`src/rtl/ddr2_sched_pkg.sv`:
```
// ddr2_sched_pkg: command encoding (cmd_t) and default sizing (NUM_BANK_DEF, BANK_W) shared by the DDR2 bank scheduler
package ddr2_sched_pkg;
  typedef enum logic [2:0] {NOP, ACT, RD, WR, PRE, REF} cmd_t;
  localparam int NUM_BANK_DEF = 4;
  localparam int BANK_W = $clog2(NUM_BANK_DEF);
endpackage

```
`src/rtl/ddr2_bank_sched_if.sv`:
```
// ddr2_bank_sched_if: bank req/gnt handshake, timing inputs and registered DFI command; master=bank side, slave=scheduler
interface ddr2_bank_sched_if #(parameter int NUM_BANK = 4, parameter int T_WIDTH = 4);
  logic [NUM_BANK-1:0] act_req, rd_req, wr_req, pre_req, ref_req;
  logic [NUM_BANK-1:0] act_gnt, rd_gnt, wr_gnt, pre_gnt, ref_gnt;
  logic [T_WIDTH-1:0] t_rrd, t_ccd, t_wtr, t_rtw;
  logic cmd_valid;
  ddr2_sched_pkg::cmd_t cmd_type;
  logic [$clog2(NUM_BANK)-1:0] cmd_bank;
  modport master (
    output act_req, rd_req, wr_req, pre_req, ref_req, t_rrd, t_ccd, t_wtr, t_rtw,
    input act_gnt, rd_gnt, wr_gnt, pre_gnt, ref_gnt, cmd_valid, cmd_type, cmd_bank
  );
  modport slave (
    input act_req, rd_req, wr_req, pre_req, ref_req, t_rrd, t_ccd, t_wtr, t_rtw,
    output act_gnt, rd_gnt, wr_gnt, pre_gnt, ref_gnt, cmd_valid, cmd_type, cmd_bank
  );
endinterface

```
`src/rtl/ddr2_rr_arb.sv`:
```
// ddr2_rr_arb: combinational round-robin pick starting at ptr (req, ptr -> one-hot gnt, idx, any)
module ddr2_rr_arb #(parameter int N = 4) (
  input  logic [N-1:0]         req,
  input  logic [$clog2(N)-1:0] ptr,
  output logic [N-1:0]         gnt,
  output logic [$clog2(N)-1:0] idx,
  output logic                 any
);
  localparam int BW = $clog2(N);
  logic [BW-1:0] c;
  logic found;
  assign any = |req;
  always_comb begin
    gnt = '0;
    idx = '0;
    found = 1'b0;
    c = '0;
    for (int i = 0; i < N; i++) begin
      c = ptr + BW'(i);
      if (!found && req[c]) begin
        found = 1'b1;
        gnt[c] = 1'b1;
        idx = c;
      end
    end
  end
endmodule

```
`src/rtl/ddr2_bank_sched.sv`:
```
// ddr2_bank_sched: REF > RD/WR > ACT > PRE round-robin command scheduler with tRRD/tCCD/tWTR/tRTW gaps; ports clk, rst, bus (slave)
module ddr2_bank_sched
  import ddr2_sched_pkg::*;
#(
  parameter int NUM_BANK = NUM_BANK_DEF,
  parameter int T_WIDTH  = 4
) (
  input logic clk,
  input logic rst,
  ddr2_bank_sched_if.slave bus
);
  localparam int BW = $clog2(NUM_BANK);
  logic [T_WIDTH-1:0] rrd_cnt, ccd_cnt, wtr_cnt, rtw_cnt;
  logic [BW-1:0] rr_ptr, rw_idx, act_idx, pre_idx, g_idx;
  logic [NUM_BANK-1:0] rd_e, wr_e, act_e, rw_g, act_g, pre_g;
  logic rw_any, act_any, pre_any;
  cmd_t g_type;
  function automatic logic [T_WIDTH-1:0] nxt(input logic [T_WIDTH-1:0] t, input logic [T_WIDTH-1:0] c, input logic ld);
    return ld ? ((t == '0) ? '0 : t - T_WIDTH'(1)) : ((c == '0) ? '0 : c - T_WIDTH'(1));
  endfunction
  assign rd_e  = bus.rd_req  & {NUM_BANK{ccd_cnt == '0 && wtr_cnt == '0}};
  assign wr_e  = bus.wr_req  & {NUM_BANK{ccd_cnt == '0 && rtw_cnt == '0}};
  assign act_e = bus.act_req & {NUM_BANK{rrd_cnt == '0}};
  ddr2_rr_arb #(.N(NUM_BANK)) u_rw  (.req(rd_e | wr_e),   .ptr(rr_ptr), .gnt(rw_g),  .idx(rw_idx),  .any(rw_any));
  ddr2_rr_arb #(.N(NUM_BANK)) u_act (.req(act_e),         .ptr(rr_ptr), .gnt(act_g), .idx(act_idx), .any(act_any));
  ddr2_rr_arb #(.N(NUM_BANK)) u_pre (.req(bus.pre_req),   .ptr(rr_ptr), .gnt(pre_g), .idx(pre_idx), .any(pre_any));
  always_comb begin
    g_type = rst ? NOP : (&bus.ref_req) ? REF : rw_any ? (rd_e[rw_idx] ? RD : WR) :
             act_any ? ACT : pre_any ? PRE : NOP;
    g_idx  = rw_any ? rw_idx : act_any ? act_idx : pre_idx;
  end
  assign bus.ref_gnt = {NUM_BANK{g_type == REF}};
  assign bus.rd_gnt  = (g_type == RD)  ? rw_g  : '0;
  assign bus.wr_gnt  = (g_type == WR)  ? rw_g  : '0;
  assign bus.act_gnt = (g_type == ACT) ? act_g : '0;
  assign bus.pre_gnt = (g_type == PRE) ? pre_g : '0;
  always_ff @(posedge clk) begin
    if (rst) begin
      rrd_cnt <= '0;
      ccd_cnt <= '0;
      wtr_cnt <= '0;
      rtw_cnt <= '0;
      rr_ptr <= '0;
      bus.cmd_valid <= 1'b0;
      bus.cmd_type <= NOP;
      bus.cmd_bank <= '0;
    end else begin
      rrd_cnt <= nxt(bus.t_rrd, rrd_cnt, g_type == ACT);
      ccd_cnt <= nxt(bus.t_ccd, ccd_cnt, g_type == RD || g_type == WR);
      wtr_cnt <= nxt(bus.t_wtr, wtr_cnt, g_type == WR);
      rtw_cnt <= nxt(bus.t_rtw, rtw_cnt, g_type == RD);
      if (g_type != NOP && g_type != REF) rr_ptr <= g_idx + BW'(1);
      bus.cmd_valid <= g_type != NOP;
      bus.cmd_type <= g_type;
      bus.cmd_bank <= (g_type == NOP || g_type == REF) ? '0 : g_idx;
    end
  end
endmodule

```
`src/flat_wrapper.sv`:
```
// flat-port wrapper written by rule: the top's interface ports become plain ports
module ddr2_bank_sched_flat import ddr2_sched_pkg::*;
#(
  parameter int NUM_BANK = NUM_BANK_DEF,
  parameter int T_WIDTH  = 4
)
  (clk, rst, bus_act_req, bus_rd_req, bus_wr_req, bus_pre_req, bus_ref_req, bus_t_rrd, bus_t_ccd, bus_t_wtr, bus_t_rtw, bus_act_gnt, bus_rd_gnt, bus_wr_gnt, bus_pre_gnt, bus_ref_gnt, bus_cmd_valid, bus_cmd_type, bus_cmd_bank);
  ddr2_bank_sched_if #(.NUM_BANK(NUM_BANK), .T_WIDTH(T_WIDTH)) bus_i ();
  input logic clk;
  input logic rst;
  input wire logic [$bits(bus_i.act_req)-1:0] bus_act_req;
  input wire logic [$bits(bus_i.rd_req)-1:0] bus_rd_req;
  input wire logic [$bits(bus_i.wr_req)-1:0] bus_wr_req;
  input wire logic [$bits(bus_i.pre_req)-1:0] bus_pre_req;
  input wire logic [$bits(bus_i.ref_req)-1:0] bus_ref_req;
  input wire logic [$bits(bus_i.t_rrd)-1:0] bus_t_rrd;
  input wire logic [$bits(bus_i.t_ccd)-1:0] bus_t_ccd;
  input wire logic [$bits(bus_i.t_wtr)-1:0] bus_t_wtr;
  input wire logic [$bits(bus_i.t_rtw)-1:0] bus_t_rtw;
  output wire logic [$bits(bus_i.act_gnt)-1:0] bus_act_gnt;
  output wire logic [$bits(bus_i.rd_gnt)-1:0] bus_rd_gnt;
  output wire logic [$bits(bus_i.wr_gnt)-1:0] bus_wr_gnt;
  output wire logic [$bits(bus_i.pre_gnt)-1:0] bus_pre_gnt;
  output wire logic [$bits(bus_i.ref_gnt)-1:0] bus_ref_gnt;
  output wire logic [$bits(bus_i.cmd_valid)-1:0] bus_cmd_valid;
  output wire logic [$bits(bus_i.cmd_type)-1:0] bus_cmd_type;
  output wire logic [$bits(bus_i.cmd_bank)-1:0] bus_cmd_bank;
  assign bus_i.act_req = bus_act_req;
  assign bus_i.rd_req = bus_rd_req;
  assign bus_i.wr_req = bus_wr_req;
  assign bus_i.pre_req = bus_pre_req;
  assign bus_i.ref_req = bus_ref_req;
  assign bus_i.t_rrd = bus_t_rrd;
  assign bus_i.t_ccd = bus_t_ccd;
  assign bus_i.t_wtr = bus_t_wtr;
  assign bus_i.t_rtw = bus_t_rtw;
  assign bus_act_gnt = bus_i.act_gnt;
  assign bus_rd_gnt = bus_i.rd_gnt;
  assign bus_wr_gnt = bus_i.wr_gnt;
  assign bus_pre_gnt = bus_i.pre_gnt;
  assign bus_ref_gnt = bus_i.ref_gnt;
  assign bus_cmd_valid = bus_i.cmd_valid;
  assign bus_cmd_type = bus_i.cmd_type;
  assign bus_cmd_bank = bus_i.cmd_bank;
  ddr2_bank_sched #(.NUM_BANK(NUM_BANK), .T_WIDTH(T_WIDTH)) u_core (.clk(clk), .rst(rst), .bus(bus_i));
endmodule
```
`config.mk`:
```
export PLATFORM = sky130hd
export DESIGN_NAME = ddr2_bank_sched_flat
export DESIGN_NICKNAME = d
export VERILOG_FILES = /design/src/rtl/ddr2_sched_pkg.sv /design/src/rtl/ddr2_bank_sched_if.sv /design/src/rtl/ddr2_rr_arb.sv /design/src/rtl/ddr2_bank_sched.sv /design/src/flat_wrapper.sv
export SDC_FILE = /design/constraint.sdc
export NUM_CORES = 1
export LEC_CHECK = 0
export CAP_MARGIN = 0
export CORE_MARGIN = 2
export CORE_UTILIZATION = 40
export DETAILED_ROUTE_END_ITERATION = 6
export HOLD_SLACK_MARGIN = 0.03
export MAX_ROUTING_LAYER = met4
export PLACE_DENSITY = 0.65
export SETUP_SLACK_MARGIN = 0.2
export SKIP_LAST_GASP = 1
export SYNTH_ARGS = -nofsm -noshare
export SYNTH_HDL_FRONTEND = slang
export SYNTH_HIERARCHICAL = 1
export SYNTH_SLANG_ARGS = --single-unit
```
`constraint.sdc`:
```
create_clock -name clk -period 4.3 [get_ports clk]
set_input_delay 0.86 -clock clk [delete_from_list [all_inputs] [get_ports clk]]
set_output_delay 0.86 -clock clk [all_outputs]
set_load 0.02 [all_outputs]
```
==> flow_summary.ini, run 1 <==
[outcome]
status = complete, but fails checks
violations = negative setup slack

[power_and_ir_drop]
p_switching_mw = 2.10
seq_power_share = 0.086
p_int_mw = 2.41
ir_drop_uv = 692
p_leak_nw = 1.71
total_power_mw = 4.51
powerDensity_mw_per_mm2 = 1050
netSwitchingFraction = 0.465
combPwrFrac = 0.884
pwr-share-clk = 0.030

[floorplanning]
die_w_um = 89.8
num_io_pins = 64
core_mm2 = 0.00718
die_area_mm2 = 0.00807
rows = 31
die_y_um = 89.8
start_util = 0.410

[yosys]
synthCells = 343
synth_warnings = 6
ys_seq_elements = 24
synthAdderAreaFrac = 0.0637
avgSynthCellArea_um2 = 8.59
synth_largest_area_cell = dfxtp_1
synthXorXnorAreaFrac = 0.00595
synth_area_mm2 = 0.00295
synth-compound-area-share = 0.251
synth_mux_area_frac = 0.161
synth.net_count = 396
synth_cell_type_count = 64
synth_edf_count = 0
synth.area.top_cells = dfxtp_1 (16%), mux4_2 (6.9%), ha_1 (6.4%), a22oi_1 (6.1%), o21ai_0 (4.1%)
yosysTopAreaCellShare = 0.163
ys_seq_area_frac = 0.163
synth_top_family_by_area = simple AND/OR/NAND/NOR gates
async_flop_share = 0
synth-simple-area-share = 0.296
synthTopCellsByCount = a22oi_1 (24), dfxtp_1 (24), o21ai_0 (24), nor3_1 (22), nor2_1 (21)
synthFlopType = dfxtp_1

[routing]
antenna_left = 0
viasPerCell = 5.64
wl_per_cell_um = 15.2
totalWireLength_um = 8480
dr_total_vias = 3143
drtPass1Iterations = 4
drt_iter0_markers = 135
drc = 0

[clocking]
clk_pin_slew_ns = 0.08
cts_tree = built
cts_root_buf = clkbuf_8
clock_sinks = 24
cts_made_buffers = 3
h-tree-depth = 1
worst_skew_pair.late_latency_ns = 0.27
clock_path_buffers = 2

[finish]
fill_cells = 635
finalNonFillerCells = 557
drive_above_1_share = 0.378
fin_util = 0.600
antennaDiodeCount = 0
stdcell_area_mm2 = 0.00431
layout.nets = 513
area_growth_pct = 46.3

[sta]
maxSlewHeadroom = 0.653
whs_ns = 0.553
grt_setup_unrepaired = yes
period_needed_ns = 4.33
drv_slew = 0
setup_slack_ns = -0.0313
worstMarginPinSlew_ns = 0.515
setup_tns_ns = -0.215
fin_skew_ns = 0.0120
hold_viol_final = 0
fmaxAchievable_mhz = 231
timing.final.crit_share = 1.01
finalSetupViolCount = 10

[flow_run]
cap_viol_max_count = 0

[global_routing]
grt_pass1_wl_um = 14700
grt_usage = 0.217
grt_pass1_vias = 3119
grt_overflow = 0
antenna_found_initial = 0
grt_max_degree = 23

[critical_path]
path_cells = buf_6 > a22o_4 > buf_4 > mux4_2 > o31ai_2 > buf_4 > mux2_2 > o22ai_4 > nor3_2 > buf_4 > and3_4 > buf_6
crit_arrival_ns = 3.47
crit_cells = 12
path_common_cell = buf_4
path_max_fanout = 5
required_ns = 3.44
worstSetupPathType = primary input to output pin
critPathLaunchType = primary input
cpPeakStageDelay_ns = 0.57
critPathSlowestCell = mux4_2
critical_path.top_delay_family = multiplexers
worst_setup_path_end_kind = output pin
r2r_cells = 14
path_buf_inv = 5

[place]
placed_area_mm2 = 0.00399
place_congestion = 0.869
dpl.cell_count = 541
io_buffer_count = 63
dpl.hpwl_um = 6180
dp_slack_ns = -0.953

[min_path]
hold_depth = 2
hp-class = flop to flop
[final cells by class]
| type | count | area, um2 | share of cell area |
|---|---|---|---|
| Sequential cell | 24 | 497 | 0.115 |
| Timing Repair Buffer | 131 | 1160 | 0.270 |
| Tap cell | 99 | 124 | 0.0288 |
| Multi-Input combinational cell | 286 | 2430 | 0.565 |
| Inverter | 14 | 52.6 | 0.0122 |
| Clock buffer | 3 | 41.3 | 0.00958 |
[timing repair]
| action | CTS | global route |
|---|---|---|
| gates resized for setup | 158 | 8 |
| setup buffers | 12 | 1 |
| setup endpoints to repair | 16 | 16 |
| hold buffers | 0 | 0 |
| pin swaps | 15 | 2 |
[worst register-to-register path, cell delays in order, from the launching register on]
cell and delay, ns:
dfxtp_2 0.36, nor4_4 0.06, nor3b_2 0.15, buf_4 0.15, a22o_4 0.24, buf_4 0.14, mux4_2 0.57, o21ai_1 0.20
o31ai_2 0.09, buf_4 0.15, mux2_2 0.26, o22ai_4 0.10, buf_4 0.16, nor3_4 0.32, mux2_4 0.33
[kinds of logic (layout without fill, tap and decap cells)]
| logic type | count (synthesis) | in the layout |
|---|---|---|
| multiplexers | 29 | 29 |
| AO/OA/AOI/OAI | 106 | 106 |
| adder cells (fa/ha/maj) | 15 | 15 |
| XOR/XNOR | 2 | 2 |
| AND/OR/NAND/NOR | 134 | 134 |
| flip-flops | 24 | 24 |
| buffers and inverters | 33 | 148 |
[power groups by stage]
stage | logic [mW] | registers, mW | clock network (mW)
after global placement | 3.37 | 0.376 | 0
after floorplan | 2.31 | 0.430 | 0
after detailed placement | 3.42 | 0.377 | 0
final | 3.98 | 0.389 | 0.135
after global routing | 4.32 | 0.401 | 0.149
after CTS | 3.82 | 0.387 | 0.142
[routing by layer]
metal / up-vias / track usage / routed length (um)
li1: 1560 / - / -
met1: 1516 / 0.275 / 3810
met2: 63 / 0.369 / 4300
met3: 4 / 0.0293 / 322
met4: 0 / 0.0538 / 53
met5: - / - / 0
[flip-flops by register name (all words and copies together) (netlist names)]
name,flops
u_core/rr_ptr,2
u_core/wtr_cnt,4
u_core/bus.cmd_valid,1
u_core/rrd_cnt,4
u_core/ccd_cnt,4
u_core/rtw_cnt,4
u_core/bus.cmd_type,3
u_core/bus.cmd_bank,2
[layout by cell type, fill, tap and decap left out, drive strengths merged, types with 3 or more instances in the layout]
cell type,n
a211oi,4
nand2b,6
or4,4
o22ai,4
a22o,5
mux4,12
a21oi,12
nor4,4
clkdlybuf4s50,39
nor2b,5
mux2i,9
clkbuf,3
a22oi,24
o311ai,3
buf,88
nor3b,3
nand3,5
nor3,26
nor2,21
o31ai,5
clkdlybuf4s15,4
nand2,13
o21ai,35
o21a,5
and3,11
dfxtp,24
ha,15
and2,13
inv,14
or3,7
mux2,8
nand3b,6
[path summary, 6_finish.rpt]
path,start,end,slack (ns)
setup / recovery,bus_rd_req[3],bus_rd_gnt[1],-0.03
hold reg to reg,u_core/rrd_cnt[0],u_core/rrd_cnt[0],0.55
hold / removal,u_core/rrd_cnt[0],u_core/rrd_cnt[0],0.55
setup reg to reg,u_core/ccd_cnt[0],u_core/rtw_cnt[2],0.91
Power figures use the tool's default switching activity.
==> run 2, diff against run 1 <==
--- a/config.mk
+++ b/config.mk
@@ -7,14 +7,13 @@
 export LEC_CHECK = 0
 export CAP_MARGIN = 0
 export CORE_MARGIN = 2
-export CORE_UTILIZATION = 40
+export CORE_UTILIZATION = 45
 export DETAILED_ROUTE_END_ITERATION = 6
 export HOLD_SLACK_MARGIN = 0.03
 export MAX_ROUTING_LAYER = met4
-export PLACE_DENSITY = 0.65
+export PLACE_DENSITY = 0.73
 export SETUP_SLACK_MARGIN = 0.2
 export SKIP_LAST_GASP = 1
 export SYNTH_ARGS = -nofsm -noshare
 export SYNTH_HDL_FRONTEND = slang
-export SYNTH_HIERARCHICAL = 1
 export SYNTH_SLANG_ARGS = --single-unit
==> flow_summary.ini, run 2 <==
[power_and_ir_drop]
powerDensity_mw_per_mm2 = 1070
ir_drop_uv = 528
total_power_mw = 4.80
p_leak_nw = 1.76

[sta]
maxSlewHeadroom = 0.533
whs_ns = 0.531
fin_skew_ns = 0.00735
setup_tns_ns = -0.0115
worstMarginPinSlew_ns = 0.698
period_needed_ns = 4.31
hold_viol_final = 0
fmaxAchievable_mhz = 232
finalSetupViolCount = 2
grt_setup_unrepaired = yes
drv_slew = 0
timing.final.crit_share = 1.00
setup_slack_ns = -0.00940

[place]
dpl.hpwl_um = 6610
io_buffer_count = 63
dp_slack_ns = -0.614
place_congestion = 0.902

[clocking]
clock_path_buffers = 2
cts_hold_buf = 0
cts_tree = built
worst_skew_pair.late_latency_ns = 0.28
h-tree-depth = 1
clk_pin_slew_ns = 0.09
cts_made_buffers = 3
clock_sinks = 24
cts_root_buf = clkbuf_8

[finish]
antennaDiodeCount = 0
drive_above_1_share = 0.376
layout.nets = 547
area_growth_pct = 61.6
mostFrequentLayoutCells = buf_4 (76), clkdlybuf4s50_1 (39), nor2_1 (33)
final_common_cell = buf_4
fill_cells = 431

[floorplanning]
core_mm2 = 0.00596
num_io_pins = 64
start_util = 0.467
die_area_mm2 = 0.00683
rows = 28
die_y_um = 82.7
die_w_um = 82.7

[routing]
dr_total_vias = 3595
antenna_left = 0
wl_per_cell_um = 17.6
drtPass1Iterations = 5
viasPerCell = 6.23
drt_iter0_markers = 341
drc = 0
totalWireLength_um = 10200

[yosys]
synth_edf_count = 0
synthCells = 364
synthFlopType = dfxtp_1
synthTopCellsByCount = nor2_1 (42), a21oi_1 (30), nand2_1 (27), dfxtp_1 (24), o21ai_0 (24)
synth_warnings = 0
async_flop_share = 0
synth_cell_type_count = 66
ys_seq_elements = 24
synth_largest_area_cell = dfxtp_1
avgSynthCellArea_um2 = 7.65
synth.net_count = 408
yosysTopAreaCellShare = 0.173
synth.area.top_cells = dfxtp_1 (17%), nor2_1 (5.7%), a21oi_1 (5.4%), mux2i_1 (4.7%), o21ai_0 (4.3%)
synth_area_mm2 = 0.00278
yosysMostFrequentCell = nor2_1
ys_seq_area_frac = 0.173

[critical_path]
reg2reg_slack_ns = 0.10
worst_setup_path_end_kind = output pin
r2r-end = u_core.rr_ptr[1]
path_max_fanout = 5
critPathSlowestCell = a2111oi_0
cpPeakStageDelay_ns = 0.56
r2r_cells = 23
path_cells = clkdlybuf4s15_1 > buf_4 > a22o_1 > nor2_1 > a2111oi_0 > a211o_2 > nor2_2 > a2111o_1 > buf_6 > a21boi_4 > nor2b_4 > buf_6
critPathLaunchType = primary input
worstSetupPathType = primary input to output pin
reg2reg_from = u_core.rtw_cnt[1]
crit_arrival_ns = 3.45
required_ns = 3.44
path_common_cell = buf_6

[global_routing]
grt_pass1_vias = 3303
grt_pass1_wl_um = 14900
antenna_found_initial = 0
grt_max_degree = 30
grt_overflow = 0
grt_usage = 0.285

[min_path]
hold_depth = 2
hold_end = u_core.rrd_cnt[3]
hp-class = flop to flop
hold_start = u_core.rrd_cnt[3]

[outcome]
status = complete, but fails checks
violations = negative setup slack

[flow_run]
cap_viol_max_count = 0
==> run 2: cell types whose count changed in the layout (fill, tap and decap cells not counted), sizes merged, moves of 10 or more <==
cell    before  now
a21oi       12   31
and3        11    1
o21ai       35   24
a221oi       0   11
nand2       13   28
buf         88  105
nor2        21   42
==> run 2: logic make-up (layout without fill, tap and decap cells) <==
| logic type | after synthesis | in the layout | synth area share |
|---|---|---|---|
| buf+inv | 30 | 168 | 0.0494 |
| fa+ha+maj | 6 | 6 | 0.0270 |
| simple gates | 156 | 156 | 0.318 |
| compound gates | 121 | 121 | 0.310 |
| flops | 24 | 24 | 0.173 |
| xor+xnor | 1 | 1 | 0.00315 |
| mux | 26 | 26 | 0.120 |
==> run 2: power breakdown <==
part           total, mW  leakage (nW)  internal (mW)  switching (mW)
clock              0.209        0.0357          0.125          0.0838
sequential         0.383         0.201          0.303          0.0797
combinational       4.21          1.53           2.13            2.08
==> run 2: critical path, delay by kind of cell <==
| kind | cells | cell delay, ns |
|---|---|---|
| compound gates | 5 | 1.63 |
| buf+inv | 4 | 0.58 |
| simple gates | 3 | 0.36 |
==> run 2: area by class of cell <==
type / instances / area (um2) / area share
multi-input cells: 310 / 2440 / 0.543
repair buffers: 154 / 1360 / 0.302
flip-flops and latches: 24 / 493 / 0.110
well taps: 75 / 93.8 / 0.0209
clock buffers: 3 / 41.3 / 0.00918
inverters: 10 / 37.5 / 0.00834
clock inverters: 1 / 30.0 / 0.00667
==> run 2: timing repair <==
action | in CTS | in global routing
endpoints found under the hold margin | 0 | 0
endpoints found under the setup margin | 16 | 18
pin swaps | 25 | 23
buffers inserted | 21 | 7
resized for setup | 103 | 70
==> run 2: metal layers <==
metal,vias up,GRT usage,wire length (um)
li1,1691,-,-
met1,1732,0.338,4250
met2,144,0.495,5240
met3,28,0.0250,442
met4,0,0.116,229
met5,-,-,0
==> run 2: worst max path at each step <==
stage / cells after the start / slack [ns] / start / endpoint
global placement: 12 / -0.50 / bus_rd_req[3] / bus_pre_gnt[2]
finish: 12 / -0.009 / bus_rd_req[2] / bus_rd_gnt[2]
global route: 12 / -0.18 / bus_rd_req[2] / bus_rd_gnt[3]
detailed placement: 11 / -0.61 / bus_wr_req[1] / bus_pre_gnt[2]
floorplan: 14 / 0.25 / u_core.rr_ptr[0] / bus_pre_gnt[1]
CTS: 14 / 0.12 / u_core.rtw_cnt[2] / bus_rd_gnt[2]
==> run 2: per-stage QoR <==
stage | utilization | instances | area [um2]
CTS | 0.708 | 570 | 4210
finish | 0.755 | 577 | 4500
global route | 0.755 | 577 | 4500
detailed placement | 0.658 | 545 | 3920
global placement | 0.658 | 545 | 3920
floorplan | - | 364 | 2820
==> run 3, diff against run 2 <==
--- a/config.mk
+++ b/config.mk
@@ -5,14 +5,14 @@
 export SDC_FILE = /design/constraint.sdc
 export NUM_CORES = 1
 export LEC_CHECK = 0
+export ABC_AREA = 1
 export CAP_MARGIN = 0
 export CORE_MARGIN = 2
 export CORE_UTILIZATION = 45
 export DETAILED_ROUTE_END_ITERATION = 6
 export HOLD_SLACK_MARGIN = 0.03
 export MAX_ROUTING_LAYER = met4
-export PLACE_DENSITY = 0.73
-export SETUP_SLACK_MARGIN = 0.2
+export PLACE_DENSITY = 0.74
 export SKIP_LAST_GASP = 1
 export SYNTH_ARGS = -nofsm -noshare
 export SYNTH_HDL_FRONTEND = slang
==> constraint.sdc (replaced) <==
create_clock -name clk -period 5 [get_ports clk]
set_input_delay 1 -clock clk [delete_from_list [all_inputs] [get_ports clk]]
set_output_delay 1 -clock clk [all_outputs]
set_load 0.02 [all_outputs]
==> flow_summary.ini, run 3 <==
[yosys]
synth_warnings = 0
ys_seq_elements = 24
ys_seq_area_frac = 0.191
synth.net_count = 463
synth_area_mm2 = 0.00251
yosysTopAreaCellShare = 0.191
synth_cell_type_count = 39
synthCells = 419
yosysMostFrequentCell = nand2_1
synth_edf_count = 0
synthTopCellsByCount = nand2_1 (100), nor2_1 (53), inv_1 (48), nand3_1 (28), a21oi_1 (26)
synth.area.top_cells = dfxtp_1 (19%), nand2_1 (15%), nor2_1 (7.9%), inv_1 (7.2%), nand3_1 (5.6%)
avgSynthCellArea_um2 = 5.99
async_flop_share = 0
synthFlopType = dfxtp_1
synth_largest_area_cell = dfxtp_1

[global_routing]
grt_overflow = 0
grt_usage = 0.231
antenna_found_initial = 0
grt_pass1_wl_um = 11400
grt_max_degree = 20
grt_pass1_vias = 2690

[clocking]
cts_tree = built
clock_sinks = 24
h-tree-depth = 1
clk_pin_slew_ns = 0.08
cts_hold_buf = 0
cts_made_buffers = 3
worst_skew_pair.late_latency_ns = 0.27
cts_root_buf = clkbuf_8
cts-resized-gates = 0
postCtsSetupBuffers = 0
clock_path_buffers = 2

[finish]
drive_above_1_share = 0.133
mostFrequentLayoutCells = nand2_1 (100), clkdlybuf4s50_1 (63), nor2_1 (53)
fill_cells = 538
area_growth_pct = 30.4
final_common_cell = nand2_1
antennaDiodeCount = 0
finalNonFillerCells = 552
layout.nets = 525

[sta]
timing.final.crit_share = 0.918
worstMarginPinSlew_ns = 0.401
grt_setup_unrepaired = no
setup_tns_ns = 0
finalSetupViolCount = 0
maxSlewHeadroom = 0.732
fin_skew_ns = 0.00593
hold_viol_final = 0
drv_slew = 0
period_needed_ns = 4.59
fmaxAchievable_mhz = 218

[place]
place_congestion = 0.897
io_buffer_count = 63
dpl.hpwl_um = 5600
dpl.cell_count = 548

[routing]
drtPass1Iterations = 5
drc = 0
highest_layer = met4
m1WireLength_um = 2960
wl_met3_um = 323
totalWireLength_um = 6910
viasPerCell = 5.34
wl_per_cell_um = 12.5
antenna_left = 0
dr_total_vias = 2948
met2_length_um = 3510
drt_iter0_markers = 190

[power_and_ir_drop]
ir_drop_uv = 312
powerDensity_mw_per_mm2 = 693
p_leak_nw = 1.54
total_power_mw = 2.27

[floorplanning]
die_area_mm2 = 0.00619
start_util = 0.462
rows = 27
core_mm2 = 0.00544
num_io_pins = 64
die_y_um = 78.7
die_w_um = 78.7

[critical_path]
critPathLaunchType = primary input
critical_path.top_delay_family = simple AND/OR/NAND/NOR gates
worst_setup_path_end_kind = output pin
required_ns = 4.00
path_buf_inv = 2
crit_arrival_ns = 3.59
path_max_fanout = 11
critPathSlowestCell = clkdlybuf4s50_1
crit_cells = 13
worstSetupPathType = primary input to output pin
r2r_cells = 13
path_common_cell = nand3_2
cpPeakStageDelay_ns = 0.62
path_cells = clkdlybuf4s50_1 > nand2_2 > nand3_2 > nand3_2 > nand2_2 > nor2_2 > nand4_1 > nand3_1 > nand3_2 > nand3_4 > nand3_2 > nor2_1 > clkdlybuf4s50_1

[flow_run]
cap_viol_max_count = 0

[min_path]
hold_depth = 2
hp-class = flop to flop

[outcome]
status = finished, final reports clean
==> run 3: cell count changes after synthesis, moves of 8 or more <==
cell | previous run | this run
nand2_1 | 27 | 100
nor2b_1 | 8 | 0
nand2_2 | 1 | 20
nand3_1 | 13 | 28
nand3_2 | 1 | 12
a221oi_1 | 11 | 3
a22oi_1 | 13 | 1
nor2_1 | 42 | 53
nor3_1 | 13 | 5
inv_1 | 9 | 48
mux2i_1 | 13 | 0
==> run 3: where the power goes <==
| group | total, mW | internal [mW] | switching (mW) |
|---|---|---|---|
| Combinational | 1.80 | 0.620 | 1.18 |
| Clock | 0.171 | 0.107 | 0.0639 |
| Sequential | 0.301 | 0.259 | 0.0413 |
| Total | 2.27 | 0.987 | 1.28 |
==> run 3: worst paths after layout <==
path | from | end | slack [ns]
worst min register to register | u_core.ccd_cnt[3] | u_core.ccd_cnt[3] | 0.50
worst max register to register | u_core.rr_ptr[1] | u_core.rtw_cnt[0] | 2.39
worst min-delay path | u_core.ccd_cnt[3] | u_core.ccd_cnt[3] | 0.50
worst max-delay path | bus_rd_req[2] | bus_rd_gnt[0] | 0.41
==> run 3: stage by stage <==
stage               worst slack, ns  utilization  area, um2  hold WS, ns
global route                  0.143        0.602       3280        0.514
floorplan                      1.17            -       2510        0.460
CTS                           0.405        0.602       3280        0.494
global placement              0.492        0.589       3200        0.478
detailed placement            0.398        0.589       3200        0.479
finish                        0.409        0.602       3280        0.496
==> run 3: per-layer routing <==
layer | track usage | up-vias
met2 | 0.434 | 88
met5 | - | -
li1 | - | 1515
met1 | 0.256 | 1335
met3 | 0.0170 | 10
met4 | 0.0842 | 0
==> run 3: worst reg2reg max path, stage by stage, from the launching register on <==
cell and delay [ns]:
dfxtp_1 0.35, clkinv_1 0.08, ha_1 0.46, inv_1 0.22
nand3_1 0.14, nand2_2 0.09, nor2_2 0.16, nand4_1 0.18
nand3_1 0.15, nand3_2 0.10, nand3_4 0.11, nand3_2 0.21
o21ai_1 0.22, nor2_1 0.05
==> run 3: cells by family after synthesis <==
group	synth area share
compound gates	0.194
xor+xnor	0.00349
fa+ha+maj	0.0299
buf+inv	0.105
flops	0.191
simple gates	0.476
==> run 3: area by class of cell <==
| class | count | area, um2 | area share |
|---|---|---|---|
| multi-input combinational | 331 | 1770 | 0.539 |
| inverter | 53 | 199 | 0.0607 |
| sequential | 24 | 480 | 0.147 |
| timing repair buffer | 68 | 668 | 0.204 |
| clock inverter | 1 | 30.0 | 0.00917 |
| clock buffer | 3 | 41.3 | 0.0126 |
| tap | 72 | 90.1 | 0.0275 |
